`config.mk`:
```
export PLATFORM = sky130hd
export DESIGN_NAME = uart_cfg
export DESIGN_NICKNAME = d
export VERILOG_FILES = /design/src/rtl/uart_cfg.sv
export SDC_FILE = /design/constraint.sdc
export NUM_CORES = 1
export LEC_CHECK = 0
export ABC_AREA = 1
export BUFFER_PORTS_ARGS = -buffer_cell sky130_fd_sc_hd__buf_2
export CORE_MARGIN = 2
export CORE_UTILIZATION = 58
export CTS_BUF_LIST = sky130_fd_sc_hd__clkbuf_2
export DETAILED_ROUTE_END_ITERATION = 16
export MAX_ROUTING_LAYER = met4
export PLACE_DENSITY = 0.86
export SLEW_MARGIN = 5
export SYNTH_ARGS = -nofsm -noshare
export SYNTH_HDL_FRONTEND = slang
export SYNTH_SLANG_ARGS = --single-unit
```
`constraint.sdc`:
```
create_clock -name clk -period 1.9 [get_ports clk]
set_input_delay 0.095 -clock clk [delete_from_list [all_inputs] [get_ports clk]]
set_output_delay 0.095 -clock clk [all_outputs]
set_load 0.01 [all_outputs]
```
`src/rtl/uart_cfg.sv`:
```
// rtl/uart_cfg.sv - configurable full-duplex UART, TX plus oversampled RX with 3-sample majority vote
module uart_cfg #(
    parameter int CLK_FREQ   = 50_000_000,
    parameter int BAUD_RATE  = 9600,
    parameter int DATA_BITS  = 8,
    parameter int PARITY     = 0,
    parameter int STOP_BITS  = 1,
    parameter int OVERSAMPLE = 16
) (
    input  logic                 clk,
    input  logic                 rst_n,
    input  logic                 tx_start,
    input  logic [DATA_BITS-1:0] tx_data,
    output logic                 tx,
    output logic                 tx_busy,
    input  logic                 rx,
    output logic [DATA_BITS-1:0] rx_data,
    output logic                 rx_valid,
    output logic                 rx_parity_err,
    output logic                 rx_frame_err
);
    localparam int DIVIDER  = CLK_FREQ / (BAUD_RATE * OVERSAMPLE);
    localparam int BIT_CLKS = DIVIDER * OVERSAMPLE;
    localparam int TCW      = $clog2(BIT_CLKS + 1) + 1;
    localparam int DCW      = $clog2(DIVIDER + 1) + 1;
    localparam int SCW      = $clog2(OVERSAMPLE + 1) + 1;
    localparam int BCW      = $clog2(DATA_BITS + 1) + 1;
    localparam logic PAR_ODD = (PARITY == 2);

    if (DIVIDER < 1) begin : g_bad_divider
        $error("uart_cfg: CLK_FREQ too low for BAUD_RATE*OVERSAMPLE");
    end
    if (DATA_BITS < 5 || DATA_BITS > 9 || PARITY < 0 || PARITY > 2 ||
        STOP_BITS < 1 || STOP_BITS > 2 || OVERSAMPLE < 4 || (OVERSAMPLE % 2) != 0) begin : g_bad_param
        $error("uart_cfg: frame parameter outside legal range");
    end

    typedef enum logic [2:0] {TX_IDLE, TX_START, TX_DATA, TX_PAR, TX_STOP} tx_state_e;
    typedef enum logic [2:0] {RX_IDLE, RX_START, RX_DATA, RX_PAR, RX_STOP, RX_BRK} rx_state_e;

    tx_state_e            tx_state_q, tx_state_d;
    logic [TCW-1:0]       tx_cnt_q, tx_cnt_d;
    logic [BCW-1:0]       tx_idx_q, tx_idx_d;
    logic [DATA_BITS-1:0] tx_sh_q, tx_sh_d;
    logic                 tx_par_q, tx_par_d;
    logic                 tx_q, tx_d;
    logic                 tx_bit_end;

    assign tx_bit_end = (tx_cnt_q == TCW'(BIT_CLKS - 1));
    assign tx         = tx_q;
    assign tx_busy    = (tx_state_q != TX_IDLE);

    always_comb begin
        tx_state_d = tx_state_q;
        tx_cnt_d   = tx_cnt_q;
        tx_idx_d   = tx_idx_q;
        tx_sh_d    = tx_sh_q;
        tx_par_d   = tx_par_q;
        tx_d       = tx_q;
        if (tx_state_q != TX_IDLE) begin
            tx_cnt_d = tx_bit_end ? '0 : tx_cnt_q + TCW'(1);
        end
        case (tx_state_q)
            TX_IDLE: if (tx_start) begin
                tx_state_d = TX_START;
                tx_cnt_d   = '0;
                tx_sh_d    = tx_data;
                tx_par_d   = (^tx_data) ^ PAR_ODD;
                tx_d       = 1'b0;
            end
            TX_START: if (tx_bit_end) begin
                tx_state_d = TX_DATA;
                tx_idx_d   = '0;
                tx_d       = tx_sh_q[0];
            end
            TX_DATA: if (tx_bit_end) begin
                if (tx_idx_q == BCW'(DATA_BITS - 1)) begin
                    tx_idx_d = '0;
                    if (PARITY != 0) begin
                        tx_state_d = TX_PAR;
                        tx_d       = tx_par_q;
                    end else begin
                        tx_state_d = TX_STOP;
                        tx_d       = 1'b1;
                    end
                end else begin
                    tx_idx_d = tx_idx_q + BCW'(1);
                    tx_sh_d  = tx_sh_q >> 1;
                    tx_d     = tx_sh_q[1];
                end
            end
            TX_PAR: if (tx_bit_end) begin
                tx_state_d = TX_STOP;
                tx_d       = 1'b1;
            end
            TX_STOP: if (tx_bit_end) begin
                if (tx_idx_q == BCW'(STOP_BITS - 1)) begin
                    tx_state_d = TX_IDLE;
                end else begin
                    tx_idx_d = tx_idx_q + BCW'(1);
                end
            end
            default: tx_state_d = TX_IDLE;
        endcase
    end

    rx_state_e            rx_state_q, rx_state_d;
    logic                 rx_s1_q, rx_s2_q, rx_prev_q;
    logic [DCW-1:0]       tick_q, tick_d;
    logic [SCW-1:0]       samp_q, samp_d;
    logic                 v0_q, v0_d, v1_q, v1_d;
    logic [DATA_BITS-1:0] rx_sh_q, rx_sh_d;
    logic [BCW-1:0]       rx_idx_q, rx_idx_d;
    logic                 perr_q, perr_d;
    logic [DATA_BITS-1:0] rx_data_q, rx_data_d;
    logic                 rx_valid_q, rx_valid_d;
    logic                 rx_parity_err_q, rx_parity_err_d;
    logic                 rx_frame_err_q, rx_frame_err_d;
    logic                 strobe, vote_now, maj;

    assign strobe   = (tick_q == DCW'(DIVIDER - 1));
    assign vote_now = strobe && (samp_q == SCW'(OVERSAMPLE / 2 + 1));
    // Third vote is the live synchronised sample taken on the deciding tick.
    assign maj      = (v0_q & v1_q) | (v0_q & rx_s2_q) | (v1_q & rx_s2_q);

    assign rx_data       = rx_data_q;
    assign rx_valid      = rx_valid_q;
    assign rx_parity_err = rx_parity_err_q;
    assign rx_frame_err  = rx_frame_err_q;

    always_comb begin
        rx_state_d      = rx_state_q;
        tick_d          = tick_q;
        samp_d          = samp_q;
        v0_d            = v0_q;
        v1_d            = v1_q;
        rx_sh_d         = rx_sh_q;
        rx_idx_d        = rx_idx_q;
        perr_d          = perr_q;
        rx_data_d       = rx_data_q;
        rx_valid_d      = 1'b0;
        rx_parity_err_d = rx_parity_err_q;
        rx_frame_err_d  = rx_frame_err_q;
        if (rx_state_q != RX_IDLE && rx_state_q != RX_BRK) begin
            if (strobe) begin
                tick_d = '0;
                samp_d = (samp_q == SCW'(OVERSAMPLE - 1)) ? '0 : samp_q + SCW'(1);
                if (samp_q == SCW'(OVERSAMPLE / 2 - 1)) v0_d = rx_s2_q;
                if (samp_q == SCW'(OVERSAMPLE / 2))     v1_d = rx_s2_q;
            end else begin
                tick_d = tick_q + DCW'(1);
            end
        end
        case (rx_state_q)
            RX_IDLE: if (rx_prev_q && !rx_s2_q) begin
                rx_state_d = RX_START;
                tick_d     = '0;
                samp_d     = '0;
                perr_d     = 1'b0;
            end
            RX_START: if (vote_now) begin
                rx_state_d = maj ? RX_IDLE : RX_DATA;
                rx_idx_d   = '0;
            end
            RX_DATA: if (vote_now) begin
                rx_sh_d = {maj, rx_sh_q[DATA_BITS-1:1]};
                if (rx_idx_q == BCW'(DATA_BITS - 1)) begin
                    rx_state_d = (PARITY != 0) ? RX_PAR : RX_STOP;
                end else begin
                    rx_idx_d = rx_idx_q + BCW'(1);
                end
            end
            RX_PAR: if (vote_now) begin
                perr_d     = maj ^ (^rx_sh_q) ^ PAR_ODD;
                rx_state_d = RX_STOP;
            end
            RX_STOP: if (vote_now) begin
                rx_data_d       = rx_sh_q;
                rx_parity_err_d = (PARITY != 0) && perr_q;
                rx_frame_err_d  = !maj;
                rx_valid_d      = 1'b1;
                rx_state_d      = maj ? RX_IDLE : RX_BRK;
            end
            RX_BRK: if (rx_s2_q) rx_state_d = RX_IDLE;
            default: rx_state_d = RX_IDLE;
        endcase
    end

    always_ff @(posedge clk or negedge rst_n) begin
        if (!rst_n) begin
            tx_state_q      <= TX_IDLE;
            tx_cnt_q        <= '0;
            tx_idx_q        <= '0;
            tx_sh_q         <= '0;
            tx_par_q        <= 1'b0;
            tx_q            <= 1'b1;
            rx_state_q      <= RX_IDLE;
            rx_s1_q         <= 1'b1;
            rx_s2_q         <= 1'b1;
            rx_prev_q       <= 1'b1;
            tick_q          <= '0;
            samp_q          <= '0;
            v0_q            <= 1'b1;
            v1_q            <= 1'b1;
            rx_sh_q         <= '0;
            rx_idx_q        <= '0;
            perr_q          <= 1'b0;
            rx_data_q       <= '0;
            rx_valid_q      <= 1'b0;
            rx_parity_err_q <= 1'b0;
            rx_frame_err_q  <= 1'b0;
        end else begin
            tx_state_q      <= tx_state_d;
            tx_cnt_q        <= tx_cnt_d;
            tx_idx_q        <= tx_idx_d;
            tx_sh_q         <= tx_sh_d;
            tx_par_q        <= tx_par_d;
            tx_q            <= tx_d;
            rx_state_q      <= rx_state_d;
            rx_s1_q         <= rx;
            rx_s2_q         <= rx_s1_q;
            rx_prev_q       <= rx_s2_q;
            tick_q          <= tick_d;
            samp_q          <= samp_d;
            v0_q            <= v0_d;
            v1_q            <= v1_d;
            rx_sh_q         <= rx_sh_d;
            rx_idx_q        <= rx_idx_d;
            perr_q          <= perr_d;
            rx_data_q       <= rx_data_d;
            rx_valid_q      <= rx_valid_d;
            rx_parity_err_q <= rx_parity_err_d;
            rx_frame_err_q  <= rx_frame_err_d;
        end
    end
endmodule

```
[Word-level counts from Yosys, hierarchy flattened]
Index checks and enable logic that the tools add are counted.
W data, S select, Z words.
Cells by class
  add/sub/neg operators: 5
  eq/ne operators: 35
  mux-type cells: 53
  bitwise logic cells: 5
  reductions and logical operators: 24
Operators by type and width (count)
  $mux W14: 4
  $mux W3: 15
  $mux W10: 4
  $mux W5: 8
  $ne A2 B2 Y1 const B: 17
  $mux W6: 5
  $mux W8: 3
  $eq A6 B4 Y1 const B: 3
  $pmux W3 S6: 1
  $pmux W8 S2: 1
  $pmux W3 S5: 1
  $pmux W5 S3: 1
  $add A14 B1 Y14 const B: 1
  $eq A14 B13 Y1 const B: 1
  $reduce_and A7 Y1: 2
  $eq A3 B2 Y1 const B: 4
  $add A10 B1 Y10 const B: 1
  $add A5 B1 Y5 const B: 2
  $eq A10 B9 Y1 const B: 1
  $eq A5 B3 Y1 const B: 2
  $pmux W5 S2: 1
  $reduce_and A5 Y1: 2
  $eq A3 B3 Y1 const B: 3
  $reduce_bool A3 Y1: 3
  other kinds (18): 36
Storage, ports and cells
  register bits: 78
  input bits: 12
  output and inout port bits: 13
  word-level logic and storage cells: 140

[Logic depth before layout (Yosys ltp)]
  depth in word-level cells: 6
  mapped depth: 11
  gate-level depth less buffers: 11

[Worst setup path after synthesis]
No wires, ideal clock.
  path type: register to register
  start: reg tick_q[0]
  end: reg rx_state_q[1]
  setup time: 117 ps
  arrival: 1436 ps
  required time: 1783 ps
  path slack: 347 ps
  cell stages (with the launch flop): 11
  path buffers: 1
  path through: dfrtp_1 inv_1 ha_1 nand4_1 nor3_2 nand2_1 buf_6 nand2_2 nand2_1 nand2_1 nand2_1
On the way
  word-level cells in the longest chain between the ends: 4
  elaborated cells between the ends (all ways): 7
  classes of those cells: eq/ne (5); reduce/logical (2)
Ends and longest elaborated chain
  start, declared: line 109  | logic [DCW-1:0] tick_q, tick_d;
  start signal, assigned: line 223  | tick_q <= tick_d;
  $eq A10 B9 Y1 (*): line 121  | assign strobe = (tick_q == DCW'(DIVIDER - 1));
  $logic_and A1 B1 Y1 (*): line 122  | assign vote_now = strobe && (samp_q == SCW'(OVERSAMPLE / 2 + 1));
  $ne A2 B2 Y1 (no line)
  $reduce_and A7 Y1 (no line) (*)
  end signal, assigned: line 219  | rx_state_q <= rx_state_d;
  end, declared: line 107  | rx_state_e rx_state_q, rx_state_d;
Every way passes the cells marked *; elsewhere a longest branch is shown, timed or not.
A chain may end at the register's enable or synchronous reset.

[Worst setup path after layout]
  start: reg tx_cnt_q[1]
  end: reg tx_sh_q[4]
On the way
  word-level cells in the longest chain between the ends: 3
Ends and longest elaborated chain
  start, declared: line 42  | logic [TCW-1:0] tx_cnt_q, tx_cnt_d;
  start signal, assigned: line 214  | tx_cnt_q <= tx_cnt_d;
  $eq A14 B13 Y1: line 49  | assign tx_bit_end = (tx_cnt_q == TCW'(BIT_CLKS - 1));
  $ne A2 B2 Y1 (no line)
  $reduce_and A4 Y1 (no line)
  end signal, assigned: line 216  | tx_sh_q <= tx_sh_d;
  end, declared: line 44  | logic [DATA_BITS-1:0] tx_sh_q, tx_sh_d;
No other way between the ends.

==> reports/summary.txt <==
hold slack - 0.0684 ns
CTS H-tree depth - 3
Vias/cell - 5.46
TritonCTS buffer count - 9
asr flop ratio synth - 100%
Routed WL - 9750 µm
headroom to the max-slew limit - 32.0%
CP Data Required Time - 2.32 ns
register bit total from synthesis - 78
WS Path Type - reg -> reg
top_reg_cell synth - dfrtp_1
count leader, synth - nand2_1
ANT cells - 0
Hold Crit Class - in -> async
fin cells - 729
R2R Setup Slk - 0.15 ns
Startpoint Class - flip-flop
Die ar. - 8450 µm²
VDD IR max - 1010 µV
syn nets - 597
Post-DP HPWL - 6660 µm
Vias - 3979
Antenna Nets Post-Route - 0
Placeable Area - 7610 µm²
Sw Pwr - 2.34 mW
Reg2Reg Capture Point - tx_sh_q[4]
row count - 32
first-pass GRT wire length - 16500 µm
CP arrival - 2.18 ns
pin slew with the least headroom to its limit - 1.02 ns
status - completed
number of max-cap violations - 0
met2 Use GR - 42.3%
clock sink total - 78
Initial Util - 59.0%
Clk pwr share - 20.7%
Nets - 643
maximum fanout along the worst path - 9
period utilization - 92.3%
wire per inst - 13.4 µm
largest net degree at the start of global routing - 37
Synth top area share - 40.2%
number of top-level pins - 25
share of layout cells above drive strength 1 - 15.9%
leakage power - 2.56 nW
Final min period - 1.75 ns
number of distinct library cells after synthesis - 41
Setup violations, final - 0
FMAX - 570 MHz
Root Driver - clkbuf_2
Worst-Skew Late Latency - 0.53 ns
met1 Use GR - 30.6%
P_int - 3.23 mW
top post-synthesis cells by area - dfrtp_1 (40%), nand2_1 (15%), nor2_1 (5.0%)
cell count after placement - 698
final core occ - 66.1%
drt pass-1 iters - 5
Seq pwr share - 39.5%
setup TNS - 0 ns
Final Hold Viols - 0
clock skew - 0.0268 ns
reg2reg path depth - 8
synth warn - 0
Chip Width - 91.9 µm
sequential-to-total area share from yosys stat - 43.7%
Remaining Overflow, GRT - 0
combinational power share - 39.8%
Global Route Usage Sum - 25.1%
switch share - 42.0%
syn_area_per_cell - 7.79 µm²
die height - 91.9 µm
Reg-to-Reg Start - tx_cnt_q[1]
initial antenna violation count - 0
vias in the first global route - 3789
synth cell count leaders - nand2_1 (177), dfrtp_1 (72), nor2_1 (60)
met3 usage - 4.85%
max-slew violations - 0
port bufs - 23
drt drc - 0
maximum root-to-sink buffer count - 2
CTS clk-pin slew, worst paths - 0.22 ns
area grow syn2layout - 12.2%
gr busiest metal - met2
1st-iter DRT viols - 256
most area-hungry cell type in the Yosys netlist - dfrtp_1
critical path endpoint category - flip-flop
EDFF count, synth - 0
final weighted congestion in routability-driven placement - 0.912
total power per unit cell area - 1110 nW/µm²
cell area after synthesis - 4490 µm²
Post-Synthesis Cells - 576
RSZ-0062 raised after global routing - false
TritonCTS clock tree - done
stage by stage:
step           instance area [µm²]  setup slack (ns)  total power [mW]
2_1_floorplan                 4490             0.347              3.92
3_3_place_gp                  4720             0.203              4.21
3_5_place_dp                  4720             0.141              4.31
4_1_cts                       5000            0.0987              5.48
5_1_grt                       5030           0.00481              5.95
6_report                      5030             0.146              5.57
sequential cells by signal, summed over array words and instances (netlist names), 3 cells and up:
name        count
samp_q          6
rx_state_q      3
rx_data         8
tx_idx_q        5
rx_sh_q         8
tx_sh_q         8
tx_state_q      3
rx_idx_q        5
tick_q         10
tx_cnt_q       14
logic make-up (layout without fill, tap and decap cells):
group | count (synthesis) | in the layout | synth area share [%]
muxes | 6 | 6 | 1.34
adders and majority gates | 9 | 9 | 2.51
buffers and inverters | 71 | 121 | 6.97
and+or+nand+nor | 333 | 334 | 34.7
DFF | 78 | 78 | 43.7
other | 1 | 1 | 0.0836
AOI/OAI and AO/OA | 68 | 68 | 8.79
xor gates and xnor gates | 10 | 10 | 1.95
area by class of cell:
type	instances	area (µm²)
timing repair buffer	44	318
fill	639	2580
sequential	78	1960
inverter	61	241
tap	102	128
multi-input combinational	428	2230
clock inverter	5	98.8
clock buffer	11	55.1
layout by cell type, fill, tap and decap left out, types with 4 or more instances in the layout:
cell / synthesis / final
a21oi_1: 9 / 9
buf_2: 2 / 22
buf_4: 1 / 9
clkbuf_2: 1 / 11
dfrtp_1: 72 / 72
dfstp_2: 6 / 6
dlygate4sd3_1: 0 / 12
ha_1: 9 / 9
inv_1: 49 / 49
inv_2: 10 / 10
mux2i_1: 6 / 6
nand2_1: 177 / 177
nand2_2: 6 / 6
nand3_1: 42 / 42
nand4_1: 18 / 18
nor2_1: 60 / 60
nor2_8: 4 / 4
nor3_1: 8 / 8
o21ai_0: 39 / 39
o21ai_2: 8 / 8
o22ai_1: 4 / 4
xor2_1: 8 / 8
metal layers:
layer	vias up	share of wire, %
met5	-	0
met4	0	1.6
met3	14	4.3
met2	132	50
met1	1874	44
li1	1959	-
power groups by stage:
| stage | Clock, mW | Sequential, mW | Combinational (mW) |
|---|---|---|---|
| CTS | 1.17 | 2.19 | 2.12 |
| floorplan | 0 | 2.16 | 1.77 |
| detailed placement | 0 | 2.23 | 2.08 |
| finish | 1.15 | 2.20 | 2.22 |
| global placement | 0 | 2.21 | 2.00 |
| global route | 1.25 | 2.23 | 2.47 |
worst max-delay path: stages, from the launching register on:
cell	delay, ns
dfrtp_1	0.43
ha_1	0.21
nand3_2	0.14
nor2_1	0.13
nand2_1	0.14
nand2_2	0.24
nand3_4	0.17
nand2_1	0.13
o21ai_2	0.06
worst max path at each step:
stage               slack (ns)  cells past startpoint        start            end
floorplan                 0.35                     10    tick_q[0]  rx_state_q[1]
global placement          0.20                      8  tx_cnt_q[0]     tx_sh_q[4]
detailed placement        0.14                      8  tx_cnt_q[0]     tx_sh_q[2]
CTS                        0.1                      8  tx_cnt_q[0]     tx_sh_q[2]
global route             0.005                      8    tick_q[0]     rx_data[7]
finish                    0.15                      8  tx_cnt_q[1]     tx_sh_q[4]
timing repair:
item,in CTS,in global routing
resized for setup,0,1
hold buffers,12,0
setup endpoints to repair,0,13
setup buffers,0,2
endpoints found under the hold margin,98,0
(Power assumes the default switching activity.)
